### config.mk
export PLATFORM = sky130hd
export DESIGN_NAME = coproc_seq_ctrl
export DESIGN_NICKNAME = d
export VERILOG_FILES = /design/src/rtl/coproc_ctrl_pkg.sv /design/src/rtl/coproc_timeout_cnt.sv /design/src/rtl/coproc_seq_ctrl.sv
export SDC_FILE = /design/constraint.sdc
export NUM_CORES = 1
export LEC_CHECK = 0
export BUFFER_PORTS_ARGS = -buffer_cell sky130_fd_sc_hd__buf_2
export CELL_PAD_IN_SITES_DETAIL_PLACEMENT = 0
export CELL_PAD_IN_SITES_GLOBAL_PLACEMENT = 2
export CORE_MARGIN = 2
export CORE_UTILIZATION = 31
export CTS_CLUSTER_DIAMETER = 100
export DETAILED_ROUTE_END_ITERATION = 6
export PLACE_DENSITY = 0.79
export SETUP_SLACK_MARGIN = 0.3
export SKIP_LAST_GASP = 1
export SLEW_MARGIN = 20
export SYNTH_ARGS = -nofsm -noshare
export SYNTH_HDL_FRONTEND = slang
export SYNTH_SLANG_ARGS = --single-unit
### constraint.sdc
create_clock -name CLK -period 1.8 [get_ports CLK]
set_clock_uncertainty 0.15 [all_clocks]
set_input_delay 0.36 -clock CLK [delete_from_list [all_inputs] [get_ports CLK]]
set_output_delay 0.36 -clock CLK [all_outputs]
set_load 0.03 [all_outputs]
### src/rtl/coproc_ctrl_pkg.sv
// Shared state encoding and error codes for the coprocessor sequence controller.
package coproc_ctrl_pkg;

    localparam int unsigned STATE_W = 3;
    localparam int unsigned ERR_W   = 2;

    localparam logic [STATE_W-1:0] ST_IDLE = 3'd0;
    localparam logic [STATE_W-1:0] ST_RUN  = 3'd1;
    localparam logic [STATE_W-1:0] ST_SYNC = 3'd2;
    localparam logic [STATE_W-1:0] ST_SHOW = 3'd3;
    localparam logic [STATE_W-1:0] ST_ERR  = 3'd4;

    localparam logic [ERR_W-1:0] ERR_NONE       = 2'd0;
    localparam logic [ERR_W-1:0] ERR_ILLEGAL_OP = 2'd1;
    localparam logic [ERR_W-1:0] ERR_TIMEOUT    = 2'd2;

endpackage

### src/rtl/coproc_timeout_cnt.sv
// RUN-duration counter with synchronous clear, count enable and a terminal-count
// flag that fires on the last cycle allowed before a timeout.
module coproc_timeout_cnt #(
    parameter int unsigned CNT_W          = 20,
    parameter int unsigned TIMEOUT_CYCLES = 1000000
) (
    input  logic             CLK,
    input  logic             RESET,
    input  logic             clr_i,
    input  logic             en_i,
    output logic [CNT_W-1:0] cnt_o,
    output logic             tc_o
);

    logic [CNT_W-1:0] cnt_q;
    logic [CNT_W-1:0] cnt_d;

    // Clear wins over enable so a fresh launch always starts from zero.
    always_comb begin
        cnt_d = cnt_q;
        if (clr_i) begin
            cnt_d = '0;
        end else if (en_i) begin
            cnt_d = cnt_q + CNT_W'(1);
        end
    end

    always_ff @(posedge CLK or posedge RESET) begin
        if (RESET) begin
            cnt_q <= '0;
        end else begin
            cnt_q <= cnt_d;
        end
    end

    assign cnt_o = cnt_q;
    assign tc_o  = (cnt_q == CNT_W'(TIMEOUT_CYCLES - 1));

endmodule

### src/rtl/coproc_seq_ctrl.sv
// Sequences one coprocessor operation: launch, completion/timeout watch, cycle
// count capture, and a tear-free ROM-to-RAM display switch on a frame boundary.
module coproc_seq_ctrl
    import coproc_ctrl_pkg::*;
#(
    parameter int unsigned NUM_OPS        = 4,
    parameter int unsigned OP_W           = 2,
    parameter int unsigned CNT_W          = 20,
    parameter int unsigned TIMEOUT_CYCLES = 1000000,
    parameter int unsigned SYNC_ON_VSYNC  = 1
) (
    input  logic             CLK,
    input  logic             RESET,
    input  logic             START,
    input  logic [OP_W-1:0]  OP_SEL,
    input  logic             ABORT,
    input  logic             PROC_DONE,
    input  logic             VSYNC,
    output logic             PROC_ENABLE,
    output logic [OP_W-1:0]  PROC_OP,
    output logic             VGA_SOURCE_SELECT,
    output logic             BUSY,
    output logic             DONE,
    output logic             ERROR,
    output logic [ERR_W-1:0] ERR_CODE,
    output logic [CNT_W-1:0] CYCLE_COUNT
);

    logic [STATE_W-1:0] state_q, state_d;
    logic               start_q;
    logic [OP_W-1:0]    op_q, op_d;
    logic [ERR_W-1:0]   err_q, err_d;
    logic [CNT_W-1:0]   cyc_q, cyc_d;

    logic               start_pulse;
    logic               op_legal;
    logic               cnt_clr;
    logic               cnt_en;
    logic               cnt_tc;
    logic [CNT_W-1:0]   cnt;

    assign start_pulse = START & ~start_q;
    assign op_legal    = (32'(OP_SEL) < NUM_OPS);

    coproc_timeout_cnt #(
        .CNT_W          (CNT_W),
        .TIMEOUT_CYCLES (TIMEOUT_CYCLES)
    ) u_timeout_cnt (
        .CLK   (CLK),
        .RESET (RESET),
        .clr_i (cnt_clr),
        .en_i  (cnt_en),
        .cnt_o (cnt),
        .tc_o  (cnt_tc)
    );

    always_ff @(posedge CLK or posedge RESET) begin
        if (RESET) begin
            state_q <= ST_IDLE;
            start_q <= 1'b0;
            op_q    <= '0;
            err_q   <= ERR_NONE;
            cyc_q   <= '0;
        end else begin
            state_q <= state_d;
            start_q <= START;
            op_q    <= op_d;
            err_q   <= err_d;
            cyc_q   <= cyc_d;
        end
    end

    // Next state plus the registered side effects of each transition.
    always_comb begin
        state_d = state_q;
        op_d    = op_q;
        err_d   = err_q;
        cyc_d   = cyc_q;
        cnt_clr = 1'b0;
        cnt_en  = 1'b0;
        case (state_q)
            ST_IDLE: begin
                if (start_pulse) begin
                    op_d    = OP_SEL;
                    cnt_clr = 1'b1;
                    if (op_legal) begin
                        state_d = ST_RUN;
                    end else begin
                        state_d = ST_ERR;
                        err_d   = ERR_ILLEGAL_OP;
                    end
                end
            end
            ST_RUN: begin
                cnt_en = 1'b1;
                if (ABORT) begin
                    state_d = ST_IDLE;
                end else if (PROC_DONE) begin
                    cyc_d   = cnt + CNT_W'(1);
                    state_d = (SYNC_ON_VSYNC != 0) ? ST_SYNC : ST_SHOW;
                end else if (cnt_tc) begin
                    state_d = ST_ERR;
                    err_d   = ERR_TIMEOUT;
                end
            end
            ST_SYNC: begin
                if (ABORT) begin
                    state_d = ST_IDLE;
                end else if (VSYNC) begin
                    state_d = ST_SHOW;
                end
            end
            ST_SHOW: begin
                if (start_pulse || ABORT) begin
                    state_d = ST_IDLE;
                end
            end
            ST_ERR: begin
                if (start_pulse || ABORT) begin
                    state_d = ST_IDLE;
                    err_d   = ERR_NONE;
                end
            end
            default: begin
                state_d = ST_IDLE;
                err_d   = ERR_NONE;
            end
        endcase
    end

    // Control outputs decode the state register directly so reset drops them at once.
    always_comb begin
        PROC_ENABLE       = 1'b0;
        VGA_SOURCE_SELECT = 1'b0;
        BUSY              = 1'b0;
        DONE              = 1'b0;
        ERROR             = 1'b0;
        case (state_q)
            ST_RUN: begin
                PROC_ENABLE = 1'b1;
                BUSY        = 1'b1;
            end
            ST_SYNC: begin
                BUSY = 1'b1;
            end
            ST_SHOW: begin
                VGA_SOURCE_SELECT = 1'b1;
                DONE              = 1'b1;
            end
            ST_ERR: begin
                ERROR = 1'b1;
            end
            default: begin
                PROC_ENABLE = 1'b0;
            end
        endcase
    end

    assign PROC_OP     = op_q;
    assign ERR_CODE    = err_q;
    assign CYCLE_COUNT = cyc_q;

endmodule

==> results.yml, run 1 <==
cts:
  cts_root_buffer: "clkbuf_8"
  h-tree-depth: 2
  worst_skew_pair.late_latency_ps: 310
  clock-sinks: 47
  cts_buffers: 5
  cts_tree: "built"
  cts_max_path_buffers: 2
  path_clk_slew_ps: 90
power_and_ir_drop:
  power.switching_mw: 1.73
  swShare: 0.418
  power.internal_mw: 2.41
  ir_worst_vdd_mv: 0.348
  combPwrFrac: 0.457
  p_leak_nw: 1.70
  seqPwrFrac: 0.387
  fin_total_pwr_mw: 4.15
  p_clk_frac: 0.155
  powerDensity_nw_per_um2: 1040
grt:
  grt_pass1_wl_um: 11800
  grt.total_usage: 0.170
  grt_start_max_net_pins: 34
  antenna_found_initial: 0
  grt_pass1_vias: 2357
  grt_overflow: 0
synthesis:
  ys_seq_area_frac: 0.463
  yosysMostFrequentCell: "dfrtp_1"
  synth.largest_area_cell: "dfrtp_1"
  synth_edf_count: 0
  netlist_top_cells_count: "dfrtp_1, nor2_1, o21ai_0, a21oi_1, buf_2"
  syn-num-nets: 290
  yosys_warnings: 0
  yosysTopAreaCellShare: 0.463
  syn_inst: 281
  synthFlopType: "dfrtp_1"
  synthArstFlopShare: 1.00
  ys_top_cells_by_area: "dfrtp_1, nor2_1, o21ai_0"
  synth_seq_cells: 47
  avgSynthCellArea_um2: 9.04
  synth_area_um2: 2540
  ys_types: 45
final_layout:
  layout.nets: 374
  areaGrowthSynthToFinish_pct: 56.8
  post_route_cells_drive_above_1_share: 0.533
  antenna_cells: 0
  design_area_um2: 3990
  final_core_util: 0.492
sta:
  rsz0062_at_grt: "true"
  period_needed_ps: 1830
  slew_violations: 0
  hold_violations: 0
  finalSetupViolations: 5
  fmax_mhz: 546
  hold_slack_ps: 30.7
  fin_crit_sh: 1.02
  slew-limit-headroom: 0.625
  worst_slew_pin_slew_ps: 560
  setup_slack_ps: -32.6
setup_path:
  crit_cells: 3
  endpoint_kind: "output pin"
  crit_slowest_cell: "or3b_4"
  slowest_delay_ps: 440
  cp-start-kind: "flop"
  r2r_start: "state_q[2]"
  r2r_slack_ps: -20
  cp.required_ps: 1290
  endpoint: "PROC_ENABLE"
  arrival_ps: 1320
  worst-path-buf-inv: 2
  worst-setup-path-type: "flop to output pin"
  r2r_end: "CYCLE_COUNT[1]"
  r2r_cells: 5
  crit_start: "state_q[2]"
  cp_cell_sequence: "or3b_4 -> inv_8 -> buf_6"
  path_max_fanout: 2
  cp_top_family: "simple AND/OR/NAND/NOR gates"
placed_design:
  pre_cts_ws_ps: -10.9
  numPortBuffers: 35
  gp_congestion: 0.867
  placed_area_um2: 3130
  dp_hpwl_um: 4620
routing:
  viasPerCell: 5.20
  ant_nets: 0
  drt_iter0_markers: 102
  vias: 2450
  drc_errors: 0
  routedWlPerCell_um: 15.7
  drtPass1Iterations: 4
  wirelength_um: 7400
floorplanning:
  die_y_um: 94.5
  rows: 33
  die-width_um: 94.5
  ioPinCount: 37
  die_area_um2: 8940
  start_util: 0.314
  coreArea_um2: 8090
run_status:
  outcome: "finished, violations left"
  violations: "setup timing"
min_path:
  hold_path.class: "input port to flop"
run:
  max_cap_violations: 0
-- per-layer routing --
metal	global-route usage	part of all wire
met1	0.238	0.47
met2	0.273	0.49
met3	0.0287	0.033
met4	0.0447	0.011
met5	0	0
-- sequential cells by signal (all words and copies together), names as in the netlist --
register / cells
ERR_CODE: 1
PROC_OP: 2
start_q: 1
state_q: 3
CYCLE_COUNT: 20
u_timeout_cnt.cnt_o: 20
-- layout make-up --
class / count / area, µm²
multi-input combinational: 200 / 1620
fill: 777 / 4110
tap: 105 / 131
clock inverter: 3 / 15.0
sequential: 47 / 1180
timing repair buffer: 105 / 928
clock buffer: 5 / 68.8
inverter: 6 / 36.3
-- placed cells by master, fill, tap and decap left out, types with 8 or more instances in the layout --
| cell | netlist | routed |
|---|---|---|
| nand3_1 | 13 | 9 |
| buf_6 | 0 | 20 |
| buf_2 | 14 | 30 |
| dfrtp_1 | 47 | 40 |
| o21ai_0 | 23 | 8 |
| a21oi_2 | 0 | 13 |
| buf_4 | 3 | 44 |
| a31oi_1 | 11 | 11 |
| nand2_1 | 13 | 11 |
| nor2_1 | 33 | 19 |
| xnor2_1 | 11 | 10 |
| nor2_4 | 0 | 8 |
| o21ai_1 | 0 | 10 |
-- stage by stage --
| stage | instances | setup TNS (ps) |
|---|---|---|
| floorplan | 281 | 0 |
| global placement | 426 | 0 |
| detailed placement | 426 | -19.5 |
| CTS | 453 | -42.9 |
| global route | 471 | -838 |
| finish | 471 | -82.4 |
-- kinds of logic (layout without fill, tap and decap cells) --
kind of cell / count (synthesis) / in the layout / share of synthesized area
DFF: 47 / 47 / 0.463
AOI/OAI and AO/OA: 74 / 74 / 0.177
buffers and inverters: 34 / 119 / 0.0625
and+or+nand+nor: 106 / 106 / 0.226
xor gates and xnor gates: 15 / 15 / 0.0517
adders and majority gates: 1 / 1 / 0.00492
other: 1 / 1 / 0.00148
muxes: 3 / 3 / 0.0133
-- power by group through the flow --
stage	clock network, mW	registers, mW	logic (mW)
6_report	0.644	1.61	1.90
2_1_floorplan	0	1.98	0.740
3_3_place_gp	0	1.58	1.57
5_1_grt	0.718	1.65	2.05
3_5_place_dp	0	1.58	1.57
4_1_cts	0.682	1.57	1.73
-- timing repair --
action | 4_1_cts | 5_1_grt
gates resized for setup | 53 | 55
pin swaps | 16 | 15
setup endpoints to repair | 48 | 50
buffers inserted | 17 | 15
hold endpoints to repair | 14 | 0
gates cloned | 1 | 3
hold buffers | 1 | 0
-- worst min-delay path by stage --
stage / startpoint / to / cells past startpoint
after CTS: START / start_q / 1
after global placement: RESET / CYCLE_COUNT[2] / 2
after global routing: START / start_q / 1
final: START / start_q / 1
after detailed placement: RESET / CYCLE_COUNT[2] / 2
after floorplan: RESET / CYCLE_COUNT[0] / 1
-- worst reg2reg max path, stage by stage, from the launching register on --
cell and delay, ps:
dfrtp_1 390, or3b_4 440, buf_6 150, nor2_4 150
buf_12 140, mux2_4 290
(Power assumes the default switching activity.)
==> run 2, diff against run 1 <==
CORE_UTILIZATION = 25   (was 31)
PLACE_DENSITY = 0.66   (was 0.79)
REMOVE_ABC_BUFFERS = 1   (was not set)
==> results.yml, run 2 (synthesized netlist as in run 1, its figures left out) <==
run_status:
  outcome: "finished, violations left"
  violations: "setup timing"
placed_design:
  numPortBuffers: 35
  gp_congestion: 0.789
  placed_cells: 467
  dp_hpwl_um: 5110
routing:
  met1_length_um: 3830
  wirelength_um: 8240
  wl_met2_um: 4120
  ant_nets: 0
  routedWlPerCell_um: 15.4
  vias: 2613
  met3_length_um: 224
  topRoutingLayerUsed: "met4"
  drt_iter0_markers: 89
  viasPerCell: 4.89
  drtPass1Iterations: 4
  drc_errors: 0
final_layout:
  multi_input_area_um2: 1690
  layout_commonest_cell: "buf_4"
  fin_cells: 534
  antenna_cells: 0
  nFillCells: 975
  areaGrowthSynthToFinish_pct: 72.2
  final_core_util: 0.446
  regArea_um2: 1180
  layout.nets: 409
  post_route_cells_drive_above_1_share: 0.594
  final_cell_mix: "buf_4, dfrtp_1, buf_6"
power_and_ir_drop:
  ir_worst_vdd_mv: 0.362
  power.switching_mw: 1.86
  seqPwrFrac: 0.370
  combPwrFrac: 0.482
  power.internal_mw: 2.59
  powerDensity_nw_per_um2: 1020
  swShare: 0.418
  p_leak_nw: 1.89
  p_clk_frac: 0.148
cts:
  h-tree-depth: 2
  worst_skew_pair.late_latency_ps: 300
  path_clk_slew_ps: 90
  clock-sinks: 47
  cts_tree: "built"
  cts_buffers: 5
  cts_root_buffer: "clkbuf_8"
  cts_max_path_buffers: 2
setup_path:
  worst-setup-path-type: "flop to output pin"
  cp.required_ps: 1290
  slowest_delay_ps: 440
  arrival_ps: 1350
  worst-path-buf-inv: 2
  cp_cell_sequence: "or3b_4 -> inv_4 -> buf_6"
  crit_slowest_cell: "or3b_4"
  r2r_slack_ps: -10
  path_max_fanout: 3
  endpoint_kind: "output pin"
  cp_top_family: "simple AND/OR/NAND/NOR gates"
  cp-start-kind: "flop"
sta:
  setup_slack_ps: -63.4
  fmax_mhz: 537
  slew_violations: 0
  rsz0062_at_grt: "true"
  fin_crit_sh: 1.04
  period_needed_ps: 1860
  finalSetupViolations: 3
  hold_violations: 0
min_path:
  hold_path.class: "input port to flop"
floorplanning:
  rows: 36
  die-width_um: 105
  die_area_um2: 11000
  coreArea_um2: 9820
  die_y_um: 105
  ioPinCount: 37
  start_util: 0.259
run:
  max_cap_violations: 0
grt:
  grt.total_usage: 0.148
  antenna_found_initial: 0
  grt_overflow: 0
  grt_pass1_vias: 2557
  grt_start_max_net_pins: 26
  grt_pass1_wl_um: 13200
-- run 2: cell types whose count changed in the layout (fill, tap and decap cells not counted), moves of 3 or more --
| cell | previous run | this run |
|---|---|---|
| nor2_1 | 19 | 13 |
| buf_6 | 20 | 32 |
| nor2_4 | 8 | 15 |
| dfrtp_1 | 40 | 44 |
| dfrtp_2 | 7 | 3 |
| and4_1 | 3 | 0 |
| o21ai_1 | 10 | 7 |
| o21ai_2 | 5 | 10 |
| buf_4 | 44 | 68 |
-- run 2: layout make-up --
cell class,instances,share of cell area
Multi-Input combinational cell,200,0.387
Timing Repair Buffer,140,0.280
Sequential cell,47,0.270
Tap cell,133,0.0380
Clock buffer,6,0.0166
Inverter,6,0.00629
Clock inverter,2,0.00286
-- run 2: metrics by stage --
| stage | power, mW | area [µm²] | worst slack (ps) | hold slack [ps] | setup TNS, ps |
|---|---|---|---|---|---|
| after global placement | 3.10 | 3110 | -83.7 | 275 | -128 |
| after detailed placement | 3.11 | 3110 | -129 | 271 | -194 |
| final | 4.45 | 4380 | -63.4 | 43.4 | -104 |
| after CTS | 4.11 | 3810 | -47.9 | 31.1 | -387 |
| after floorplan | 2.54 | 2400 | -1360 | 241 | -25010 |
| after global routing | 4.71 | 4380 | -119 | 25.7 | -1090 |
-- run 2: worst paths after layout --
| path | startpoint | endpoint | depth (start not counted) |
|---|---|---|---|
| setup / recovery | state_q[2] | PROC_ENABLE | 3 |
| hold / removal | START | start_q | 1 |
| setup reg to reg | state_q[2] | CYCLE_COUNT[19] | 7 |
| hold reg to reg | PROC_OP[1] | PROC_OP[1] | 1 |
| max in group asynchronous | RESET | u_timeout_cnt.cnt_o[9] | 4 |
| min in group asynchronous | RESET | CYCLE_COUNT[6] | 3 |
-- run 2: power groups by stage --
stage                     sequential [mW]  combinational, mW  clock, mW
after floorplan                      2.04              0.507          0
after global placement               1.57               1.52          0
after detailed placement             1.58               1.53          0
after CTS                            1.57               1.85      0.683
after global routing                 1.70               2.29      0.719
final                                1.65               2.14      0.660
-- run 2: metal layers --
metal | vias to the layer above | global-route usage
met5 | - | 0
met4 | 0 | 0.0295
met3 | 7 | 0.0262
met2 | 36 | 0.248
met1 | 1319 | 0.200
li1 | 1251 | -
-- run 2: what timing repair did --
action / in CTS / in global routing
resized for setup: 84 / 94
pin swaps: 36 / 24
endpoints found under the setup margin: 50 / 51
gates cloned: 2 / 1
hold buffers: 1 / 0
hold endpoints to repair: 18 / 0
buffers inserted: 35 / 20
